[src/rtl/valvula_pkg.sv]
// -----------------------------------------------------------------------------
// valvula_pkg
// Shared definitions for the multi-channel valve sequencer:
//   - estado_t        : per-channel state (IDLE / PEND / OPEN)
//   - TICK_DIV_PADRAO : default clock cycles per ms tick (50 MHz clock)
//   - largura()       : bit width needed to hold the values 0..valor-1
// -----------------------------------------------------------------------------
package valvula_pkg;

   typedef enum logic [1:0] {
      IDLE = 2'd0,
      PEND = 2'd1,
      OPEN = 2'd2
   } estado_t;

   localparam int TICK_DIV_PADRAO = 50000;

   // Width of a counter that must represent 0..valor-1 (never narrower than 1).
   function automatic int largura(input int valor);
      return (valor <= 1) ? 1 : $clog2(valor);
   endfunction

endpackage

[src/rtl/canal_valvula.sv]
// -----------------------------------------------------------------------------
// canal_valvula
// One valve channel: IDLE/PEND/OPEN state machine, the remaining-tick counter
// latched on an accepted start, and the registered valve/pulse outputs.
//
// Ports:
//   clock, reset   system clock, asynchronous active-low reset
//   grant_i        slot granted by the top-level arbiter (valid with req_o)
//   tick_i         1-cycle ms strobe from the shared prescaler
//   liga_i         start pulse
//   para_i         abort (level or pulse); wins over start and final tick
//   duracao_i      duration in ticks, sampled on an accepted start
//   req_o          channel wants a slot this cycle (pending or fresh start)
//   aberto_o       channel currently OPEN (feeds the arbiter's popcount)
//   valvula_o      registered valve drive
//   fim_o          1-cycle pulse on natural completion (or zero-length start)
//   abortado_o     1-cycle pulse when a pending/open channel is aborted
//   ocupado_o      channel is pending or open
// -----------------------------------------------------------------------------
module canal_valvula
   import valvula_pkg::*;
#(
   parameter int DUR_W = 16
) (
   input  logic             clock,
   input  logic             reset,
   input  logic             grant_i,
   input  logic             tick_i,
   input  logic             liga_i,
   input  logic             para_i,
   input  logic [DUR_W-1:0] duracao_i,
   output logic             req_o,
   output logic             aberto_o,
   output logic             valvula_o,
   output logic             fim_o,
   output logic             abortado_o,
   output logic             ocupado_o
);

   estado_t          estado_q, estado_d;
   logic [DUR_W-1:0] resta_q, resta_d;
   logic             valvula_q, fim_q, fim_d, abortado_q, abortado_d;

   logic aceita;       // start with a non-zero duration, not overridden by abort
   logic aceita_zero;  // zero-length start: completes at once, never takes a slot
   logic ultimo_tick;  // this tick consumes the last remaining tick

   assign aceita      = liga_i && !para_i && (duracao_i != '0);
   assign aceita_zero = liga_i && !para_i && (duracao_i == '0);
   assign ultimo_tick = tick_i && (resta_q == DUR_W'(1));

   // A fresh start competes in the same cycle, so an accepted start with a
   // free slot opens the valve on the very next edge. An aborting channel
   // does not request, so it never wastes a slot another channel could use.
   always_comb begin
      req_o = 1'b0;
      unique case (estado_q)
         IDLE:    req_o = aceita;
         PEND:    req_o = !para_i;
         default: req_o = 1'b0;
      endcase
   end

   // State register.
   // NOTE: sequential state uses non-blocking assignments so every flop
   // samples the pre-edge value of every other flop.
   always_ff @(posedge clock or negedge reset) begin
      if (!reset) begin
         estado_q <= IDLE;
         resta_q  <= '0;
      end else begin
         estado_q <= estado_d;
         resta_q  <= resta_d;
      end
   end

   // Next-state logic.
   // NOTE: every signal gets a default before the case so no path leaves it
   // unassigned, which would otherwise infer a latch.
   always_comb begin
      estado_d = estado_q;
      resta_d  = resta_q;
      unique case (estado_q)
         IDLE: begin
            if (aceita) begin
               resta_d  = duracao_i;
               estado_d = grant_i ? OPEN : PEND;
            end
         end
         PEND: begin
            if (para_i) begin
               estado_d = IDLE;
               resta_d  = '0;
            end else if (grant_i) begin
               estado_d = OPEN;
            end
         end
         OPEN: begin
            if (para_i) begin
               estado_d = IDLE;
               resta_d  = '0;
            end else if (tick_i) begin
               resta_d = resta_q - DUR_W'(1);
               if (ultimo_tick) estado_d = IDLE;
            end
         end
         default: begin
            estado_d = IDLE;
            resta_d  = '0;
         end
      endcase
   end

   // Output logic: pulse requests for the next cycle. Abort beats the final
   // tick, so completion is only reported when no abort is present.
   always_comb begin
      fim_d      = 1'b0;
      abortado_d = 1'b0;
      unique case (estado_q)
         IDLE: fim_d = aceita_zero;
         PEND: abortado_d = para_i;
         OPEN: begin
            abortado_d = para_i;
            fim_d      = !para_i && ultimo_tick;
         end
         default: begin
            fim_d      = 1'b0;
            abortado_d = 1'b0;
         end
      endcase
   end

   // Registered outputs: the valve drive follows the next state so it changes
   // on the same edge as the state and the completion/abort pulse.
   always_ff @(posedge clock or negedge reset) begin
      if (!reset) begin
         valvula_q  <= 1'b0;
         fim_q      <= 1'b0;
         abortado_q <= 1'b0;
      end else begin
         valvula_q  <= (estado_d == OPEN);
         fim_q      <= fim_d;
         abortado_q <= abortado_d;
      end
   end

   assign valvula_o  = valvula_q;
   assign fim_o      = fim_q;
   assign abortado_o = abortado_q;
   assign ocupado_o  = (estado_q != IDLE);
   assign aberto_o   = (estado_q == OPEN);

endmodule

[src/rtl/controle_valvulas_multi.sv]
// -----------------------------------------------------------------------------
// controle_valvulas_multi
// Multi-channel valve sequencer. Each channel opens its valve for a duration
// (in ms ticks) given with its start pulse; at most MAX_OPEN valves are open
// at once, with free slots granted lowest channel index first.
//
// Ports:
//   clock         system clock
//   reset         asynchronous active-low reset
//   liga_valvula  per-channel start pulse
//   para_valvula  per-channel abort (level or pulse)
//   duracao       flattened durations, channel i at [i*DUR_W +: DUR_W]
//   valvula       registered valve drive
//   fim_valvula   1-cycle pulse on natural completion
//   abortado      1-cycle pulse when a pending or open channel is aborted
//   ocupado       channel pending or open
// -----------------------------------------------------------------------------
module controle_valvulas_multi
   import valvula_pkg::*;
#(
   parameter int N_CH     = 4,
   parameter int MAX_OPEN = 2,
   parameter int TICK_DIV = TICK_DIV_PADRAO,
   parameter int DUR_W    = 16
) (
   input  logic                  clock,
   input  logic                  reset,
   input  logic [N_CH-1:0]       liga_valvula,
   input  logic [N_CH-1:0]       para_valvula,
   input  logic [N_CH*DUR_W-1:0] duracao,
   output logic [N_CH-1:0]       valvula,
   output logic [N_CH-1:0]       fim_valvula,
   output logic [N_CH-1:0]       abortado,
   output logic [N_CH-1:0]       ocupado
);

   localparam int CNT_W = largura(N_CH + 1);
   localparam int PRE_W = largura(TICK_DIV);

   logic [PRE_W-1:0] presc_q, presc_d;
   logic             tick;
   logic [N_CH-1:0]  req, grant, aberto;
   logic [CNT_W-1:0] n_abertos, livres, n_concedidos;

   // Free-running ms prescaler shared by all channels; ticks are therefore
   // not aligned to any individual start.
   assign tick = (presc_q == PRE_W'(TICK_DIV - 1));

   always_comb begin
      presc_d = tick ? '0 : presc_q + PRE_W'(1);
   end

   always_ff @(posedge clock or negedge reset) begin
      if (!reset) presc_q <= '0;
      else        presc_q <= presc_d;
   end

   // Slots in use come from the registered OPEN states, so a channel closing
   // on an edge only releases its slot for the following cycle's grants.
   always_comb begin
      n_abertos = '0;
      for (int i = 0; i < N_CH; i++) begin
         n_abertos = n_abertos + CNT_W'(aberto[i]);
      end
      livres = CNT_W'(MAX_OPEN) - n_abertos;
   end

   // Priority grant: walk channels from index 0 and hand out free slots.
   always_comb begin
      grant        = '0;
      n_concedidos = '0;
      for (int i = 0; i < N_CH; i++) begin
         if (req[i] && (n_concedidos < livres)) begin
            grant[i]     = 1'b1;
            n_concedidos = n_concedidos + CNT_W'(1);
         end
      end
   end

   for (genvar g = 0; g < N_CH; g++) begin : g_canal
      canal_valvula #(
         .DUR_W (DUR_W)
      ) u_canal (
         .clock      (clock),
         .reset      (reset),
         .grant_i    (grant[g]),
         .tick_i     (tick),
         .liga_i     (liga_valvula[g]),
         .para_i     (para_valvula[g]),
         .duracao_i  (duracao[g*DUR_W +: DUR_W]),
         .req_o      (req[g]),
         .aberto_o   (aberto[g]),
         .valvula_o  (valvula[g]),
         .fim_o      (fim_valvula[g]),
         .abortado_o (abortado[g]),
         .ocupado_o  (ocupado[g])
      );
   end

   // Supply current limit: never more than MAX_OPEN valves driven at once.
   a_max_open : assert property (@(posedge clock) disable iff (!reset)
      $countones(valvula) <= MAX_OPEN);

endmodule
[config.mk]
export PLATFORM = sky130hd
export DESIGN_NAME = controle_valvulas_multi
export DESIGN_NICKNAME = d
export VERILOG_FILES = /design/src/rtl/valvula_pkg.sv /design/src/rtl/canal_valvula.sv /design/src/rtl/controle_valvulas_multi.sv
export SDC_FILE = /design/constraint.sdc
export NUM_CORES = 1
export LEC_CHECK = 0
export ABC_CLOCK_PERIOD_IN_PS = 6300
export BUFFER_PORTS_ARGS = -buffer_cell sky130_fd_sc_hd__buf_2
export CAP_MARGIN = 20
export CORE_MARGIN = 3
export CORE_UTILIZATION = 58
export CTS_CLUSTER_DIAMETER = 200
export DETAILED_ROUTE_END_ITERATION = 8
export GPL_ROUTABILITY_DRIVEN = 0
export PLACE_DENSITY = 0.81
export SLEW_MARGIN = 10
export SYNTH_ARGS = -nofsm -noshare
export SYNTH_HDL_FRONTEND = slang
export SYNTH_SLANG_ARGS = --single-unit
export TNS_END_PERCENT = 50
[constraint.sdc]
create_clock -name clock -period 6.3 [get_ports clock]
set_clock_uncertainty 0.1 [all_clocks]
set_input_delay 1.26 -clock clock [delete_from_list [all_inputs] [get_ports clock]]
set_output_delay 1.26 -clock clock [all_outputs]
set_load 0.05 [all_outputs]
Word-level counts from Yosys, hierarchy flattened:

Index checks and enable logic that the tools add are counted.
Widths: inputs -> output; s select.

* add/sub/neg operators: 11
* magnitude comparators: 4
* equal/unequal tests: 29
* muxes and demuxes: 72
* reductions and logical operators: 52

Operators by type and width (count)
* $mux 16: 17
* $pmux 16 s3: 4
* $eq 16x1->1 const B: 4
* $logic_not 16->1: 4
* $reduce_bool 16->1: 4
* $sub 16x1->16 const B: 4
* $mux 2: 28
* $logic_and 1x1->1: 24
* $pmux 2 s3: 4
* $add 16x1->16 const B: 1
* $eq 16x16->1 const B: 1
* $eq 2x2->1 const B: 8
* $pmux 1 s2: 8
* $reduce_and 3->1: 4
* $lt 3x3->1: 3
* $mux 1: 9
* $ne 3x3->1 const B: 3
* $eq 2x1->1 const B: 4
* $logic_not 2->1: 4
* $ne 2x1->1 const B: 4
* $ne 2x2->1 const B: 4
* $reduce_bool 2->1: 4
* $reduce_or 2->1: 4
* $add 3x1->3 const B: 2
* 8 further kinds: 12

* bits in registers: 100
* input bits: 74

Depth between registers and ports, before layout:

* word-level depth: 21
* depth in mapped cells: 24

By module:

A second synthesis with hierarchy kept.

* cell total of the unflattened synthesis: 752
* area, all modules: 6701.4 um2

By module, submodules not included
* canal_valvula: times used 4, cells each 162, area each 1423.9 um2
* controle_valvulas_multi: times used 1, cells each 104, area each 1006.0 um2

Least setup slack after synthesis:

OpenSTA, ideal clock, no wires.

* path kind: input -> register
* start point: in duracao[3]
* end point: reg g_canal[3].u_canal.estado_q[0]
* arrival time: 4773 ps
* data required time: 6127 ps
* setup slack: 1355 ps
* stages on the path: 20
* buffers on the path: 0
* cell sequence: nor4_1 -> a41oi_1 -> o21bai_1 -> nand2_1 -> a211o_1 -> ha_1 -> nor2b_1 -> o21bai_1 -> a21oi_1 -> o22ai_1 -> nand2_1 -> o21ai_0 -> ha_1 -> mux2i_1 -> or3_1 -> nor3_1 -> a21boi_0 -> a32oi_1 -> a21o_1 -> nor2b_1

* word-level cells in the longest chain between the ends: 17
* elaborated cells between the ends (all ways): 21

RTL lines
* start, declared: line controle_valvulas_multi.sv:30 `input logic [N_CH*DUR_W-1:0] duracao,`
* $reduce_bool 16->1 (*): line canal_valvula.sv:48 `assign aceita = liga_i && !para_i && (duracao_i != '0);`
* $logic_and 1x1->1 (*): line canal_valvula.sv:48
* $pmux 1 s2 (*): line canal_valvula.sv:57 `unique case (estado_q)`
* $logic_and 1x1->1 (*): line controle_valvulas_multi.sv:73 `if (req[i] && (n_concedidos < livres)) begin`
* $mux 1 (*): line controle_valvulas_multi.sv:73
* $lt 3x3->1: line controle_valvulas_multi.sv:73
* $logic_and 1x1->1: line controle_valvulas_multi.sv:73
* $mux 3 (*): line controle_valvulas_multi.sv:73
* [2 not listed]
* $mux 3 (*): line controle_valvulas_multi.sv:73
* $lt 3x3->1 (*): line controle_valvulas_multi.sv:73
* $logic_and 1x1->1 (*): line controle_valvulas_multi.sv:73
* $mux 1 (*): line controle_valvulas_multi.sv:73
* $mux 2, on equally long branches: line canal_valvula.sv:94, canal_valvula.sv:87
* $mux 2, on equally long branches: line canal_valvula.sv:91, canal_valvula.sv:85
* $pmux 2 s3 (*): line canal_valvula.sv:83 `unique case (estado_q)`
* net g_canal[3].u_canal.estado_d[0]: line canal_valvula.sv:40 `estado_t estado_q, estado_d;`
* end signal, assigned: line canal_valvula.sv:72 `estado_q <= estado_d;`
* end, declared: line canal_valvula.sv:40

Mark *: on every way through the listed nets, which the timed path passes. The rest lies on a longest branch.
A chain may end at the register's enable or synchronous reset.

Final worst setup path:

* start point: in duracao[11]
* end point: reg g_canal[3].u_canal.estado_q[0]

Same word-level chain as after synthesis.

==> results.yml <==
critical_path:
  crit_fanout: 4
  cp.arrival_ns: 5.54
  path_class: "in -> reg"
  r2r_start: "g_canal[1].u_canal.estado_q[0]"
  r2r_end: "g_canal[3].u_canal.estado_q[0]"
  crit_start: "duracao[11]"
  startpoint_type: "input port"
  critical_path_required_ns: 6.50
  rrSetupSlack_ns: 1.00
  setup.worst_path.end: "g_canal[3].u_canal.estado_q[0]"
  reg2reg_depth: 24
  cp-end-kind: "register"
grt:
  antenna_found_initial: 1
  grt_pass1_wl_um: 26200
  grt-ovfl-total: 0
  grt_usage_pct: 25.0
  grt_max_degree: 68
  grt_pass1_vias: 5858
layout:
  layoutNonFillerInstCount: 951
  layout.nets: 917
  n_fill_cell: 869
  antennaDiodeCount: 0
  syn2layout_area_growth_pct: 9.67
  layout-drive-gt1-share_pct: 13.9
floorplanning:
  die_w_um: 110
  fp.dieH_um: 110
  row_count: 37
  coreArea_sq_um: 10500
  initial_core_util_pct: 60.5
  ios: 90
  die_area_sq_um: 12200
yosys:
  yosysWarningCount: 0
  syn_inst: 756
  async_reset_ff_share_pct: 100
  avgSynthCellArea_sq_um: 8.37
  yosys.area_share.simple_pct: 20.4
  synthFlopType: "dfrtp_1"
  synth_top_family_by_area: "compound AO/OA/AOI/OAI gates"
  ys_seq_area_share_pct: 39.6
  synth_edf_count: 0
  yosys.area_share.xor_xnor_pct: 1.80
  syn_nets: 862
  yosys.area_share.adder_pct: 6.45
  ys_seq_elements: 100
  synth_cell_type_count: 54
  syn_area_sq_um: 6330
  synth_compound_gate_area_share_pct: 25.4
  synth_mux_area_share_pct: 0.158
place:
  dp_hpwl_um: 11100
  dp_cells: 936
  port_buffers: 89
  dpl_worst_slack_ns: 0.635
timing:
  hold_viol: 0
  final.min_clock_period_ns: 5.34
  setup_violations: 0
  slew_violations: 0
  grt_setup_unrepaired: "false"
  setup_slack_ns: 0.957
  slew_headroom_pct: 32.9
  tightest_slew_ns: 0.997
  setup_tns_ns: 0
  period_share_pct: 84.8
  fmax_mhz: 187
clock_tree:
  numCtsBuffers: 9
  htreeDepth: 3
  ctsResizeCount: 0
  clk_path_buf_depth: 2
  cts_tree: "built"
  cts_root_buf: "clkbuf_8"
  path_clk_slew_ns: 0.09
  cts_sinks: 100
  post_cts_buffers: 0
  insertion_delay_ns: 0.37
  hold_buffers: 0
min_path:
  min_path_type: "reg -> reg"
routing:
  vias_per_cell: 6.33
  postRouteWirelength_um: 15500
  drc: 0
  drt_iter0_drc: 601
  antenna_left: 0
  firstDrtPassIters: 6
  via_count: 6023
  routedWlPerCell_um: 16.3
power_and_ir_drop:
  ir_drop_mv: 0.245
  pwr_density_cell_nw_per_um2: 444
  power_leakage_nw: 3.15
  finalPower_w: 0.00308
run_status:
  status: "complete, no violations"
run:
  drv_cap: 0
==> layout by cell type, fill, tap and decap left out, types with 5 or more instances in the layout <==
| cell | count |
|---|---|
| o21ai_0 | 124 |
| dfrtp_1 | 100 |
| nor2_1 | 90 |
| buf_2 | 88 |
| a21oi_1 | 68 |
| inv_1 | 38 |
| nand2_1 | 33 |
| a22oi_1 | 32 |
| ha_1 | 31 |
| nor4_1 | 30 |
| nor3_1 | 22 |
| a32oi_1 | 16 |
| nor2b_1 | 11 |
| clkbuf_8 | 11 |
| nand3_1 | 10 |
| and2_1 | 10 |
| xor2_1 | 9 |
| nand2b_1 | 8 |
| and3_1 | 7 |
| or3_1 | 6 |
| a211oi_1 | 6 |
| and4_1 | 5 |
| a21o_1 | 5 |
==> worst max-delay path, cell delays in order <==
cell and delay (ns):
buf_2 0.11, nor4_1 0.45, a41oi_1 0.29, o21bai_1 0.25, nand2_1 0.09, a211o_1 0.34, ha_1 0.35, nor2b_1 0.20
o21bai_1 0.08, a21oi_1 0.19, o22ai_1 0.14, nand2_1 0.10, o21ai_0 0.10, ha_1 0.35, mux2i_1 0.09, or3_1 0.34
nor3_1 0.19, a21boi_0 0.15, a32oi_1 0.22, a21o_1 0.12, nor2b_1 0.13
==> flip-flops by register name, indices dropped and copies added (netlist names) <==
| signal | count |
|---|---|
| g_canal.u_canal.estado_q | 8 |
| g_canal.u_canal.fim_o | 4 |
| presc_q | 16 |
| g_canal.u_canal.resta_q | 64 |
| g_canal.u_canal.valvula_o | 4 |
| g_canal.u_canal.abortado_o | 4 |
==> synth_stat cells, types with 10 or more instances <==
| cell | instances | area (sq um) |
|---|---|---|
| o21ai_0 | 125 | 626 |
| dfrtp_1 | 100 | 2500 |
| nor2_1 | 90 | 338 |
| a21oi_1 | 68 | 340 |
| inv_1 | 38 | 143 |
| nand2_1 | 33 | 124 |
| a22oi_1 | 32 | 240 |
| ha_1 | 31 | 388 |
| nor4_1 | 30 | 188 |
| clkbuf_1 | 29 | 109 |
| nor3_1 | 22 | 110 |
| buf_4 | 17 | 128 |
| a32oi_1 | 16 | 140 |
| nor2b_1 | 11 | 68.8 |
| and2_1 | 10 | 62.6 |
| nand3_1 | 10 | 50.1 |
==> layout make-up <==
class,count,area [sq um],share of cell area (%)
clock buffers,11,151,2.18
multi-input cells,570,3430,49.4
well taps,136,170,2.45
repair buffers,92,470,6.78
clock inverters,4,72.6,1.05
inverters,38,143,2.06
flip-flops and latches,100,2500,36.1
==> power by group <==
part | leakage [nW] | internal [W] | switching, W | total, W
clock | 0.111 | 0.000243 | 0.000223 | 0.000466
combinational | 1.76 | 0.000538 | 0.00102 | 0.00155
sequential | 1.28 | 0.000867 | 0.000196 | 0.00106
==> stage by stage <==
step / util (%) / hold WS, ns / cell area [sq um]
6_report: 66.3 / 0.364 / 6940
5_1_grt: 66.3 / 0.379 / 6940
4_1_cts: 66.3 / 0.366 / 6940
3_5_place_dp: 64.2 / 0.353 / 6710
3_3_place_gp: 64.2 / 0.348 / 6710
2_1_floorplan: - / 0.322 / 6330
==> logic make-up (layout without fill, tap and decap cells) <==
family          after synthesis  after routing
flops                       100            100
buf+inv                      86            145
mux                           1              1
xor+xnor                     13             13
simple gates                250            250
compound gates              274            274
fa+ha+maj                    32             32
==> worst min-delay path by stage <==
stage	depth (start not counted)	to	slack, ns	startpoint
global route	1	presc_q[0]	0.38	presc_q[0]
detailed placement	1	presc_q[0]	0.35	presc_q[0]
floorplan	1	presc_q[0]	0.32	presc_q[0]
finish	1	presc_q[0]	0.36	presc_q[0]
global placement	1	presc_q[0]	0.35	presc_q[0]
CTS	1	presc_q[0]	0.37	presc_q[0]
==> layer usage <==
| metal | global-route usage (%) | part of all wire [%] | wire, um | up-vias |
|---|---|---|---|---|
| met5 | 0 | 0.084 | 13 | - |
| li1 | - | - | - | 2855 |
| met3 | 5.21 | 6.2 | 957 | 31 |
| met1 | 31.4 | 43 | 6610 | 2909 |
| met2 | 43.0 | 49 | 7660 | 226 |
| met4 | 8.13 | 1.8 | 274 | 2 |
Note: power is estimated with default switching activity, not from simulation.
